==> src/rtl/bp_pkg.sv <==
// Shared types and sizing for the branch-predictor update arbiter.
// Holds the table geometry, the write-kind encoding for the table write
// port, the arbiter FSM state encoding and the queued update record.
package bp_pkg;

    localparam int BP_ENTRIES   = 4;
    localparam int BP_IDX_W     = $clog2(BP_ENTRIES);
    localparam int BP_UPD_DEPTH = 4;
    localparam int BP_UPD_AW    = $clog2(BP_UPD_DEPTH);
    localparam int BP_XLEN      = 32;

    // Kind of write presented on the table write port.
    typedef enum logic [1:0] {
        WR_ALLOC  = 2'd0,
        WR_UPDATE = 2'd1,
        WR_INVAL  = 2'd2
    } bp_wr_kind_e;

    // Arbiter state: records what the write port was granted last cycle.
    typedef enum logic [1:0] {
        ST_IDLE        = 2'd0,
        ST_GRANT_ALLOC = 2'd1,
        ST_GRANT_UPD   = 2'd2,
        ST_FLUSH       = 2'd3
    } bp_state_e;

    // One queued EXEC outcome update.
    typedef struct packed {
        logic [BP_IDX_W-1:0] index;
        logic                taken;
        logic                valid;
    } bp_upd_t;

endpackage

==> src/rtl/bp_update_arbiter_if.sv <==
// Bundle of the DECODE allocation channel, the EXEC update channel and the
// predictor-table write port.
//   master : pipeline side (drives alloc_* / upd_* requests, observes wr_*)
//   slave  : arbiter side (returns ready/index, drives wr_* and state_dbg)
//
// Handshake: a transfer on a channel happens in exactly the cycle where
// *_req and *_ready are both high at the rising clock edge. The requester
// keeps its payload stable while *_req is high and not yet accepted; ready
// may depend combinationally on req, req never depends on ready.
interface bp_update_arbiter_if;
    import bp_pkg::*;

    logic                alloc_req;
    logic [BP_XLEN-1:0]  alloc_pc;
    logic [BP_XLEN-1:0]  alloc_target;
    logic                alloc_ready;
    logic [BP_IDX_W-1:0] alloc_index;

    logic                upd_req;
    logic [BP_IDX_W-1:0] upd_index;
    logic                upd_taken;
    logic                upd_ready;

    logic                wr_en;
    bp_wr_kind_e         wr_kind;
    logic [BP_IDX_W-1:0] wr_index;
    logic [BP_XLEN-1:0]  wr_pc;
    logic [BP_XLEN-1:0]  wr_target;
    logic                wr_taken;

    bp_state_e           state_dbg;

    modport master (
        output alloc_req, alloc_pc, alloc_target, upd_req, upd_index, upd_taken,
        input  alloc_ready, alloc_index, upd_ready,
        input  wr_en, wr_kind, wr_index, wr_pc, wr_target, wr_taken, state_dbg
    );

    modport slave (
        input  alloc_req, alloc_pc, alloc_target, upd_req, upd_index, upd_taken,
        output alloc_ready, alloc_index, upd_ready,
        output wr_en, wr_kind, wr_index, wr_pc, wr_target, wr_taken, state_dbg
    );

endinterface

==> src/rtl/bp_upd_fifo.sv <==
// Update queue with per-entry invalidate-by-index.
// The storage is kept compacted: slot 0 is always the oldest live entry, so
// entries removed by invalidation vanish on the same edge and never cost a
// pop cycle.
// Ports:
//   clk, rst_n            clock, async active-low reset
//   clear                 drop every entry
//   push, push_index,
//   push_taken            append one update (ignored when no slot is free)
//   pop                   remove the head entry
//   inv_en, inv_index     remove every entry whose index matches
//   head                  oldest entry; head.valid = queue non-empty
//   full                  every slot occupied
module bp_upd_fifo
    import bp_pkg::*;
(
    input  logic                clk,
    input  logic                rst_n,
    input  logic                clear,
    input  logic                push,
    input  logic [BP_IDX_W-1:0] push_index,
    input  logic                push_taken,
    input  logic                pop,
    input  logic                inv_en,
    input  logic [BP_IDX_W-1:0] inv_index,
    output bp_upd_t             head,
    output logic                full
);

    bp_upd_t              q     [BP_UPD_DEPTH];
    bp_upd_t              q_nxt [BP_UPD_DEPTH];
    logic [BP_UPD_AW:0]   fill;

    // Keep the survivors in order, then append the pushed entry behind them.
    always_comb begin
        for (int i = 0; i < BP_UPD_DEPTH; i++) begin
            q_nxt[i] = '0;
        end
        fill = '0;
        if (!clear) begin
            for (int i = 0; i < BP_UPD_DEPTH; i++) begin
                if (q[i].valid && !(pop && i == 0) &&
                    !(inv_en && q[i].index == inv_index)) begin
                    q_nxt[fill[BP_UPD_AW-1:0]] = q[i];
                    fill = fill + 1'b1;
                end
            end
            if (push && int'(fill) < BP_UPD_DEPTH) begin
                q_nxt[fill[BP_UPD_AW-1:0]].valid = 1'b1;
                q_nxt[fill[BP_UPD_AW-1:0]].index = push_index;
                q_nxt[fill[BP_UPD_AW-1:0]].taken = push_taken;
            end
        end
    end

    always_ff @(posedge clk or negedge rst_n) begin
        if (!rst_n) begin
            for (int i = 0; i < BP_UPD_DEPTH; i++) begin
                q[i] <= '0;
            end
        end else begin
            for (int i = 0; i < BP_UPD_DEPTH; i++) begin
                q[i] <= q_nxt[i];
            end
        end
    end

    assign head = q[0];
    assign full = q[BP_UPD_DEPTH-1].valid;

endmodule

==> src/rtl/bp_update_arbiter.sv <==
// Branch-predictor table write arbiter.
// Serialises DECODE allocations, queued EXEC updates and flush
// invalidations onto one registered table write port (one write per cycle,
// presented the cycle after the request is granted).
// Optional feature macro: BP_UPD_BYPASS_EN -- when defined, an update that
// arrives with the queue empty and no allocation requested is written
// directly, skipping the queue cycle.
// Ports:
//   clk    rising-edge clock
//   rst_n  asynchronous active-low reset
//   flush  invalidate every entry (INVAL sweep 0..3)
//   busy   high while the INVAL sweep is on the write port
//   bus    allocation / update channels and table write port (slave side)
module bp_update_arbiter
    import bp_pkg::*;
(
    input  logic                  clk,
    input  logic                  rst_n,
    input  logic                  flush,
    output logic                  busy,
    bp_update_arbiter_if.slave    bus
);

    localparam logic [BP_IDX_W-1:0] LAST_IDX = BP_IDX_W'(BP_ENTRIES - 1);

    bp_state_e           state_q, state_d;
    logic                ready_q;
    logic [BP_IDX_W-1:0] ptr_q, ptr_d;
    logic [1:0]          starve_q, starve_d;

    logic                wr_en_q, wr_en_d;
    bp_wr_kind_e         wr_kind_q, wr_kind_d;
    logic [BP_IDX_W-1:0] wr_index_q, wr_index_d;
    logic [BP_XLEN-1:0]  wr_pc_q, wr_pc_d;
    logic [BP_XLEN-1:0]  wr_target_q, wr_target_d;
    logic                wr_taken_q, wr_taken_d;

    bp_upd_t             fifo_head;
    logic                fifo_full;
    logic                fifo_has;
    logic                active;
    logic                starve;
    logic                alloc_fire;
    logic                pop;
    logic                upd_fire;
    logic                bypass;
    logic                drop;
    logic                push;

    // Requests are only taken once out of reset, outside the sweep, and not
    // in a cycle whose work a flush is about to discard.
    assign active     = ready_q && (state_q != ST_FLUSH) && !flush;
    assign fifo_has   = fifo_head.valid;
    // Two back-to-back allocations with updates waiting: yield one cycle.
    assign starve     = (starve_q == 2'd2) && fifo_has;
    assign alloc_fire = bus.alloc_req && bus.alloc_ready;
    assign pop        = active && !alloc_fire && fifo_has;
    assign upd_fire   = bus.upd_req && bus.upd_ready;
`ifdef BP_UPD_BYPASS_EN
    assign bypass     = upd_fire && !fifo_has && !bus.alloc_req;
`else
    assign bypass     = 1'b0;
`endif
    // An update racing an allocation of the same entry is stale: drop it.
    assign drop       = alloc_fire && (bus.upd_index == ptr_q);
    assign push       = upd_fire && !drop && !bypass;

    assign bus.alloc_ready = active && !starve;
    assign bus.alloc_index = ptr_q;
    // A full queue still accepts when its head leaves in the same cycle.
    assign bus.upd_ready   = active && (!fifo_full || pop);

    bp_upd_fifo u_fifo (
        .clk        (clk),
        .rst_n      (rst_n),
        .clear      (flush),
        .push       (push),
        .push_index (bus.upd_index),
        .push_taken (bus.upd_taken),
        .pop        (pop),
        .inv_en     (alloc_fire),
        .inv_index  (ptr_q),
        .head       (fifo_head),
        .full       (fifo_full)
    );

    // Grant decision. In FLUSH the registered wr_index is the sweep
    // position currently shown on the write port.
    always_comb begin
        state_d     = ST_IDLE;
        ptr_d       = ptr_q;
        starve_d    = 2'd0;
        wr_en_d     = 1'b0;
        wr_kind_d   = WR_ALLOC;
        wr_index_d  = '0;
        wr_pc_d     = '0;
        wr_target_d = '0;
        wr_taken_d  = 1'b0;
        if (flush) begin
            state_d    = ST_FLUSH;
            ptr_d      = '0;
            wr_en_d    = 1'b1;
            wr_kind_d  = WR_INVAL;
        end else if (state_q == ST_FLUSH) begin
            ptr_d = '0;
            if (wr_index_q != LAST_IDX) begin
                state_d    = ST_FLUSH;
                wr_en_d    = 1'b1;
                wr_kind_d  = WR_INVAL;
                wr_index_d = wr_index_q + BP_IDX_W'(1);
            end
        end else if (alloc_fire) begin
            state_d     = ST_GRANT_ALLOC;
            ptr_d       = ptr_q + BP_IDX_W'(1);
            wr_en_d     = 1'b1;
            wr_kind_d   = WR_ALLOC;
            wr_index_d  = ptr_q;
            wr_pc_d     = bus.alloc_pc;
            wr_target_d = bus.alloc_target;
            if (fifo_has || push) begin
                starve_d = (starve_q == 2'd2) ? 2'd2 : starve_q + 2'd1;
            end
        end else if (pop) begin
            state_d    = ST_GRANT_UPD;
            wr_en_d    = 1'b1;
            wr_kind_d  = WR_UPDATE;
            wr_index_d = fifo_head.index;
            wr_taken_d = fifo_head.taken;
        end else if (bypass) begin
            state_d    = ST_GRANT_UPD;
            wr_en_d    = 1'b1;
            wr_kind_d  = WR_UPDATE;
            wr_index_d = bus.upd_index;
            wr_taken_d = bus.upd_taken;
        end
    end

    always_ff @(posedge clk or negedge rst_n) begin
        if (!rst_n) begin
            ready_q     <= 1'b0;
            state_q     <= ST_IDLE;
            ptr_q       <= '0;
            starve_q    <= 2'd0;
            wr_en_q     <= 1'b0;
            wr_kind_q   <= WR_ALLOC;
            wr_index_q  <= '0;
            wr_pc_q     <= '0;
            wr_target_q <= '0;
            wr_taken_q  <= 1'b0;
        end else begin
            ready_q     <= 1'b1;
            state_q     <= state_d;
            ptr_q       <= ptr_d;
            starve_q    <= starve_d;
            wr_en_q     <= wr_en_d;
            wr_kind_q   <= wr_kind_d;
            wr_index_q  <= wr_index_d;
            wr_pc_q     <= wr_pc_d;
            wr_target_q <= wr_target_d;
            wr_taken_q  <= wr_taken_d;
        end
    end

    assign busy          = (state_q == ST_FLUSH);
    assign bus.wr_en     = wr_en_q;
    assign bus.wr_kind   = wr_kind_q;
    assign bus.wr_index  = wr_index_q;
    assign bus.wr_pc     = wr_pc_q;
    assign bus.wr_target = wr_target_q;
    assign bus.wr_taken  = wr_taken_q;
    assign bus.state_dbg = state_q;

endmodule
==> src/flat_wrapper.sv <==
// flat-port wrapper written by rule: the top's interface ports become plain ports
module bp_update_arbiter_flat import bp_pkg::*;
  (clk, rst_n, flush, busy, bus_alloc_req, bus_alloc_pc, bus_alloc_target, bus_upd_req, bus_upd_index, bus_upd_taken, bus_alloc_ready, bus_alloc_index, bus_upd_ready, bus_wr_en, bus_wr_kind, bus_wr_index, bus_wr_pc, bus_wr_target, bus_wr_taken, bus_state_dbg);
  bp_update_arbiter_if bus_i ();
  input  logic clk;
  input  logic rst_n;
  input  logic flush;
  output logic busy;
  input wire logic [$bits(bus_i.alloc_req)-1:0] bus_alloc_req;
  input wire logic [$bits(bus_i.alloc_pc)-1:0] bus_alloc_pc;
  input wire logic [$bits(bus_i.alloc_target)-1:0] bus_alloc_target;
  input wire logic [$bits(bus_i.upd_req)-1:0] bus_upd_req;
  input wire logic [$bits(bus_i.upd_index)-1:0] bus_upd_index;
  input wire logic [$bits(bus_i.upd_taken)-1:0] bus_upd_taken;
  output wire logic [$bits(bus_i.alloc_ready)-1:0] bus_alloc_ready;
  output wire logic [$bits(bus_i.alloc_index)-1:0] bus_alloc_index;
  output wire logic [$bits(bus_i.upd_ready)-1:0] bus_upd_ready;
  output wire logic [$bits(bus_i.wr_en)-1:0] bus_wr_en;
  output wire logic [$bits(bus_i.wr_kind)-1:0] bus_wr_kind;
  output wire logic [$bits(bus_i.wr_index)-1:0] bus_wr_index;
  output wire logic [$bits(bus_i.wr_pc)-1:0] bus_wr_pc;
  output wire logic [$bits(bus_i.wr_target)-1:0] bus_wr_target;
  output wire logic [$bits(bus_i.wr_taken)-1:0] bus_wr_taken;
  output wire logic [$bits(bus_i.state_dbg)-1:0] bus_state_dbg;
  assign bus_i.alloc_req = bus_alloc_req;
  assign bus_i.alloc_pc = bus_alloc_pc;
  assign bus_i.alloc_target = bus_alloc_target;
  assign bus_i.upd_req = bus_upd_req;
  assign bus_i.upd_index = bus_upd_index;
  assign bus_i.upd_taken = bus_upd_taken;
  assign bus_alloc_ready = bus_i.alloc_ready;
  assign bus_alloc_index = bus_i.alloc_index;
  assign bus_upd_ready = bus_i.upd_ready;
  assign bus_wr_en = bus_i.wr_en;
  assign bus_wr_kind = bus_i.wr_kind;
  assign bus_wr_index = bus_i.wr_index;
  assign bus_wr_pc = bus_i.wr_pc;
  assign bus_wr_target = bus_i.wr_target;
  assign bus_wr_taken = bus_i.wr_taken;
  assign bus_state_dbg = bus_i.state_dbg;
  bp_update_arbiter u_core (.clk(clk), .rst_n(rst_n), .flush(flush), .busy(busy), .bus(bus_i));
endmodule
==> config.mk <==
export PLATFORM = sky130hd
export DESIGN_NAME = bp_update_arbiter_flat
export DESIGN_NICKNAME = d
export VERILOG_FILES = /design/src/rtl/bp_pkg.sv /design/src/rtl/bp_update_arbiter_if.sv /design/src/rtl/bp_upd_fifo.sv /design/src/rtl/bp_update_arbiter.sv /design/src/flat_wrapper.sv
export SDC_FILE = /design/constraint.sdc
export NUM_CORES = 1
export LEC_CHECK = 0
export CORE_MARGIN = 3
export CORE_UTILIZATION = 30
export DETAILED_ROUTE_END_ITERATION = 16
export DONT_BUFFER_PORTS = 1
export PLACE_DENSITY = 0.5
export REMOVE_ABC_BUFFERS = 1
export SYNTH_ARGS = -nofsm -noshare
export SYNTH_HDL_FRONTEND = slang
export SYNTH_SLANG_ARGS = --single-unit
==> constraint.sdc <==
create_clock -name clk -period 8.37 [get_ports clk]
set_clock_uncertainty 0.05 [all_clocks]
set_input_delay 1.674 -clock clk [delete_from_list [all_inputs] [get_ports clk]]
set_output_delay 1.674 -clock clk [all_outputs]
set_load 0.01 [all_outputs]
==> reports/qor.txt, run 1 <==
Critical Path End Type = register
Fin. max-slew vios = 0
Required time of the critical path = 8530 ps
Gr ovfl total = 0
# rows = 41
Total Negative Setup Slacks = 0 ps
Final Setup Violations = 0
Port Buffer Count = 0
CP startpoint kind = input pin
Layout cells sized above 1 = 9.38%
Power per cell area = 237 mW/mm^2
Clock sink total = 93
Number of routed nets with antenna violations = 0
Dpl ws = 2920 ps
GRT Overall Usage = 13.2%
Routed wire per std cell = 18.5 um
Fillers = 1279
Max-cap violations = 0
Count of unique library cells instantiated by Yosys = 53
Die height = 122 um
Root buf cell = clkbuf_16
# diodes = 0
Tmin final = 5130 ps
Layout area overhead = 12.5%
Finished Layout Cells = 513
CTS Hold Buffers Added = 0
H-tree Lvls = 3
Post-Place Cell Area = 0.00416 sq mm
Worst-path maximum fanout = 17
Worst setup margin = 3240 ps
GRT busiest layer = met2
Syn_area_per_cell = 11.9 sq um
Die area = 0.0148 sq mm
DRC = 0
EDFF count, synth = 0
Post-CTS setup repair buffer count = 0
FF+latch count, synth = 93
Max_slew headroom = 29.0%
Leading cell types in the layout, fill and taps excluded = dfrtp_1, and2_1, nand2_1, inv_1, nor2_1
Nets = 418
Fmax = 195 MHz
1st-iter DRT viols = 159
Final Cycle Share = 61.3%
Crit path DAT = 5290 ps
Number of CTS-inserted buffers = 9
Leakage = 2.15 nW
DP Wirelength = 7040 um
Resized cells post-CTS = 0
CTS Buffer Depth = 2
Routing usage on met2 = 22.2%
I/O pin total = 149
Status = complete, no violations
Slew of the pin with the lowest slew margin = 1070 ps
Placed insts = 498
Vias after detailed routing = 2498
RSZ-0062 raised after global routing = false
Synth Warn # = 0
First-pass GRT wire length = 14900 um
Cell Area, Synth = 0.00401 sq mm
Initial antenna violation count = 0
Commonest non-fill, non-tap cell in the layout = dfrtp_1
Final Hold Vio Count = 0
Vias/cell = 4.87
Kind of critical path = input pin to register
DIE WIDTH = 122 um
Grt met1 use = 15.5%
Primary FF master, synth = dfrtp_1
Initial Utilization = 31.2%
DRT Wirelength = 9500 um
Vias in the first global route = 2568
Post-route design area = 0.00451 sq mm
Hold Path Class = register to register
WHS = 477 ps
First-pass DRT Iterations = 4
Met3 Usage GRT = 4.22%
Clk_lat worst skew = 330 ps
Clock-pin slew on the worst setup and hold paths = 60 ps
Syn Inst Count = 338
Peak VDD IR = 0.130 mV
Core box area = 0.0128 sq mm
Post-synthesis sequential area ratio = 58.1%
Gp weighted congestion = 0.938
Pin count of the biggest net entering global routing = 94
FFs w/ async S/R, synth = 100%
CTS tree = done
## state kept, by name (all words and copies together) (netlist names)
name and flops:
u_core.bus.alloc_index 2, u_core.bus.state_dbg 2, u_core.bus.wr_en 1, u_core.bus.wr_index 2
u_core.bus.wr_kind 2, u_core.bus.wr_pc 32, u_core.bus.wr_taken 1, u_core.bus.wr_target 32
u_core.ready_q 1, u_core.starve_q 2, u_core.u_fifo.full 1, u_core.u_fifo.head 4
u_core.u_fifo.q 11
## synth_stat cells (all sizes together), types with 5 or more instances
cell    instances  share of area [%]
inv            15                1.4
nor2           15                1.4
mux2i          11                2.8
dfrtp          93                 58
and2           67                 10
o21ai           5                1.0
xor2            9                2.0
ha              9                2.8
nor3            7                1.4
a221oi          5                1.1
nand2          25                2.4
clkbuf          8               0.75
xnor2           5                1.1
a21oi           6               0.75
## worst max-delay path: stages
cell	delay (ps)
nor2b_2	140
nand4_1	550
o31ai_2	550
inv_1	120
ha_1	280
inv_1	100
mux2i_1	160
ha_1	330
nand2b_1	170
a21oi_1	210
mux2i_1	130
a211oi_2	380
nand2_2	160
mux2_4	320
## per-layer routing
| layer | vias up | routed length, um |
|---|---|---|
| met5 | - | 0 |
| met4 | 0 | 88 |
| met3 | 4 | 755 |
| met2 | 105 | 5040 |
| met1 | 1256 | 3610 |
| li1 | 1133 | - |
## cell type report
class / instances / area, sq um / share of cell area (%)
clock buffers: 9 / 225 / 5.00
flip-flops and latches: 93 / 2330 / 51.6
well taps: 172 / 215 / 4.77
clock inverters: 6 / 119 / 2.64
inverters: 16 / 60.1 / 1.33
multi-input cells: 217 / 1560 / 34.6
## stage by stage
step	power [mW]	utilization, %
floorplan	0.585	-
global placement	0.610	32.5
detailed placement	0.613	32.5
CTS	1.08	35.2
global route	1.12	35.2
finish	1.07	35.2
## final timing paths
kind / to / startpoint / slack [ps] / cells past startpoint
setup / recovery: u_core.u_fifo.q[10]$_DFF_PN0_ / flush / 3240 / 14
hold / removal: u_core.bus.wr_taken$_DFF_PN0_ / u_core.u_fifo.head[1]$_DFF_PN0_ / 480 / 1
setup reg to reg: u_core.u_fifo.q[10]$_DFF_PN0_ / u_core.starve_q[1]$_DFF_PN0_ / 4030 / 15
hold reg to reg: u_core.bus.wr_taken$_DFF_PN0_ / u_core.u_fifo.head[1]$_DFF_PN0_ / 480 / 1
max in group asynchronous: u_core.u_fifo.q[10]$_DFF_PN0_ / rst_n / 7120 / 0
min in group asynchronous: u_core.bus.wr_pc[10]$_DFF_PN0_ / rst_n / 980 / 0
## power by group
| part | leakage [nW] | internal [mW] | switching, mW | total [mW] |
|---|---|---|---|---|
| sequential | 1.27 | 0.481 | 0.0343 | 0.516 |
| combinational | 0.711 | 0.0301 | 0.0564 | 0.0865 |
| clock | 0.168 | 0.294 | 0.171 | 0.465 |
## cell families (layout without fill, tap and decap cells)
logic type	after synthesis	after routing	synth area share, %
other	1	1	0.0936
adder cells (fa/ha/maj)	9	9	2.81
flip-flops	93	93	58.1
multiplexers	15	15	4.34
XOR/XNOR	14	14	3.06
AND/OR/NAND/NOR	132	132	18.9
buffers and inverters	28	31	2.97
AO/OA/AOI/OAI	46	46	9.78
No activity file was read; power rests on OpenSTA's default activity.
==> run 2, diff against run 1 <==
--- a/config.mk
+++ b/config.mk
@@ -9,7 +9,7 @@
 export CORE_UTILIZATION = 30
 export DETAILED_ROUTE_END_ITERATION = 16
 export DONT_BUFFER_PORTS = 1
-export PLACE_DENSITY = 0.5
+export PLACE_DENSITY = 0.51
 export REMOVE_ABC_BUFFERS = 1
 export SYNTH_ARGS = -nofsm -noshare
 export SYNTH_HDL_FRONTEND = slang
==> constraint.sdc (replaced) <==
create_clock -name clk -period 4.4 [get_ports clk]
set_clock_uncertainty 0.05 [all_clocks]
set_input_delay 0.88 -clock clk [delete_from_list [all_inputs] [get_ports clk]]
set_output_delay 0.88 -clock clk [all_outputs]
set_load 0.01 [all_outputs]
==> run 2 against run 1 <==
Global-route usage hardly changed. Largest power group unchanged. Critical path type is now register to register. Sequential cell count did not move. Critical path depth down 1. Critical endpoint is now u_core.u_fifo.q[9]$_DFF_PN0_. Total power is 89% higher. Via count increased by 1.3%. Register-to-register slack worse by 3600 ps. First-iteration DRC count is 0.63% lower. Count of clock-buffer cells in the layout grew 1. Core utilization hardly changed. Cell count increased by 0.58%.
==> reports/qor.txt, run 2 (synthesis gave the netlist of run 1 again) <==
Status = complete, no violations
DRT Wirelength = 9540 um
Post-Place Cell Area = 0.00418 sq mm
Clk_lat worst skew = 350 ps
Clock-pin slew on the worst setup and hold paths = 70 ps
Fillers = 1276
Initial Utilization = 31.2%
Root buf cell = clkbuf_16
Clock Power Share = 42.9%
DRC = 0
Layout cells sized above 1 = 10.2%
Switch share = 25.9%
Post-CTS setup repair buffer count = 0
Psw = 0.520 mW
Gr ovfl total = 0
Critical-path top delay cell = dfrtp_1
Vias in the first global route = 2602
DIE WIDTH = 122 um
Slew of the pin with the lowest slew margin = 648 ps
Power per cell area = 446 mW/mm^2
Commonest non-fill, non-tap cell in the layout = dfrtp_1
Gp weighted congestion = 0.885
Critical Path End Type = register
# rows = 41
Worst setup margin = 463 ps
Vias/cell = 4.90
Final Hold Vio Count = 0
Final Setup Violations = 0
Kind of critical path = register to register
Worst-path maximum fanout = 8
Core box area = 0.0128 sq mm
DP Wirelength = 6840 um
Crit path DAT = 4120 ps
GRT Overall Usage = 13.1%
Vias after detailed routing = 2530
Routed wire per std cell = 18.5 um
Critical path's largest stage delay = 710 ps
First-pass GRT wire length = 14600 um
Nets = 420
WHS = 172 ps
Critical path, cell by cell = xnor2_1 > a211oi_1 > o21a_1 > ha_1 > inv_1 > mux2i_1 > ha_1 > xnor2_1 > and3_1 > a221oi_1 > a211oi_2 > nand2_2 > mux2_4
Initial antenna violation count = 0
Leakage = 2.15 nW
Sequential power share = 48.8%
Leading cell types in the layout, fill and taps excluded = dfrtp_1, and2_1, nand2_1, inv_1, nor2_1
Clock sink total = 93
Pin count of the biggest net entering global routing = 94
CP startpoint kind = register
Peak VDD IR = 0.166 mV
First-pass DRT Iterations = 4
Hold Path Class = input pin to asynchronous set/reset pin
Final Cycle Share = 89.5%
Comb power frac = 8.4%
RSZ-0062 raised after global routing = false
Fmax = 254 MHz
Placed insts = 500
Fin. max-slew vios = 0
Number of routed nets with antenna violations = 0
I/O pin total = 149
Required time of the critical path = 4580 ps
Utilization after layout = 35.2%
Tmin final = 3940 ps
Max_slew headroom = 56.7%
1st-iter DRT viols = 158
Resized cells post-CTS = 0
Max-cap violations = 0
# diodes = 0
CTS Buffer Depth = 2
Dpl ws = 318 ps
H-tree Lvls = 3
CTS Hold Buffers Added = 0
Post-route design area = 0.00451 sq mm
Die height = 122 um
Port Buffer Count = 0
CTS tree = done
Layout area overhead = 12.6%
Number of CTS-inserted buffers = 9
Die area = 0.0148 sq mm
Total power = 2.01 mW
Internal power = 1.49 mW
Finished Layout Cells = 516
Total Negative Setup Slacks = 0 ps
## run 2: worst paths after layout
check / to / cells after the start / slack, ps / from
max in group asynchronous: u_core.bus.wr_target[12]$_DFF_PN0_ / 0 / 4000 / rst_n
min in group clk: u_core.bus.wr_taken$_DFF_PN0_ / 1 / 470 / u_core.u_fifo.head[1]$_DFF_PN0_
worst max-delay path: u_core.u_fifo.q[9]$_DFF_PN0_ / 13 / 460 / u_core.bus.alloc_index[0]$_DFFE_PN0P_
worst min-delay path: u_core.bus.alloc_index[0]$_DFFE_PN0P_ / 0 / 170 / rst_n
worst min register to register: u_core.bus.wr_taken$_DFF_PN0_ / 1 / 470 / u_core.u_fifo.head[1]$_DFF_PN0_
worst max register to register: u_core.u_fifo.q[9]$_DFF_PN0_ / 13 / 460 / u_core.bus.alloc_index[0]$_DFFE_PN0P_
## run 2: worst max-delay path: cells and delay by family, from the launching register on
kind | cells | cell delay [ps]
AOI/OAI and AO/OA | 4 | 980
DFF | 1 | 710
muxes | 2 | 700
adders and majority gates | 2 | 680
and+or+nand+nor | 2 | 320
xor gates and xnor gates | 2 | 280
buffers and inverters | 1 | 90
## run 2: layer usage
layer	global-route usage, %	part of all wire [%]	vias up
li1	-	-	1135
met1	15.7	39	1238
met2	20.3	47	136
met3	5.34	11	21
met4	6.72	2.5	0
met5	0	0	-
## run 2: power by group through the flow
stage / clock network, mW / logic, mW / registers [mW]
finish: 0.862 / 0.168 / 0.981
global route: 0.919 / 0.191 / 0.990
CTS: 0.889 / 0.172 / 0.984
detailed placement: 0 / 0.171 / 1.00
global placement: 0 / 0.168 / 1.00
floorplan: 0 / 0.128 / 0.985
## run 2: final cells by class
class	count	area, sq um	area share (%)
Clock inverter	6	92.6	2.05
Tap cell	172	215	4.77
Sequential cell	93	2330	51.6
Timing Repair Buffer	2	15.0	0.333
Multi-Input combinational cell	217	1560	34.6
Inverter	16	60.1	1.33
Clock buffer	10	239	5.30
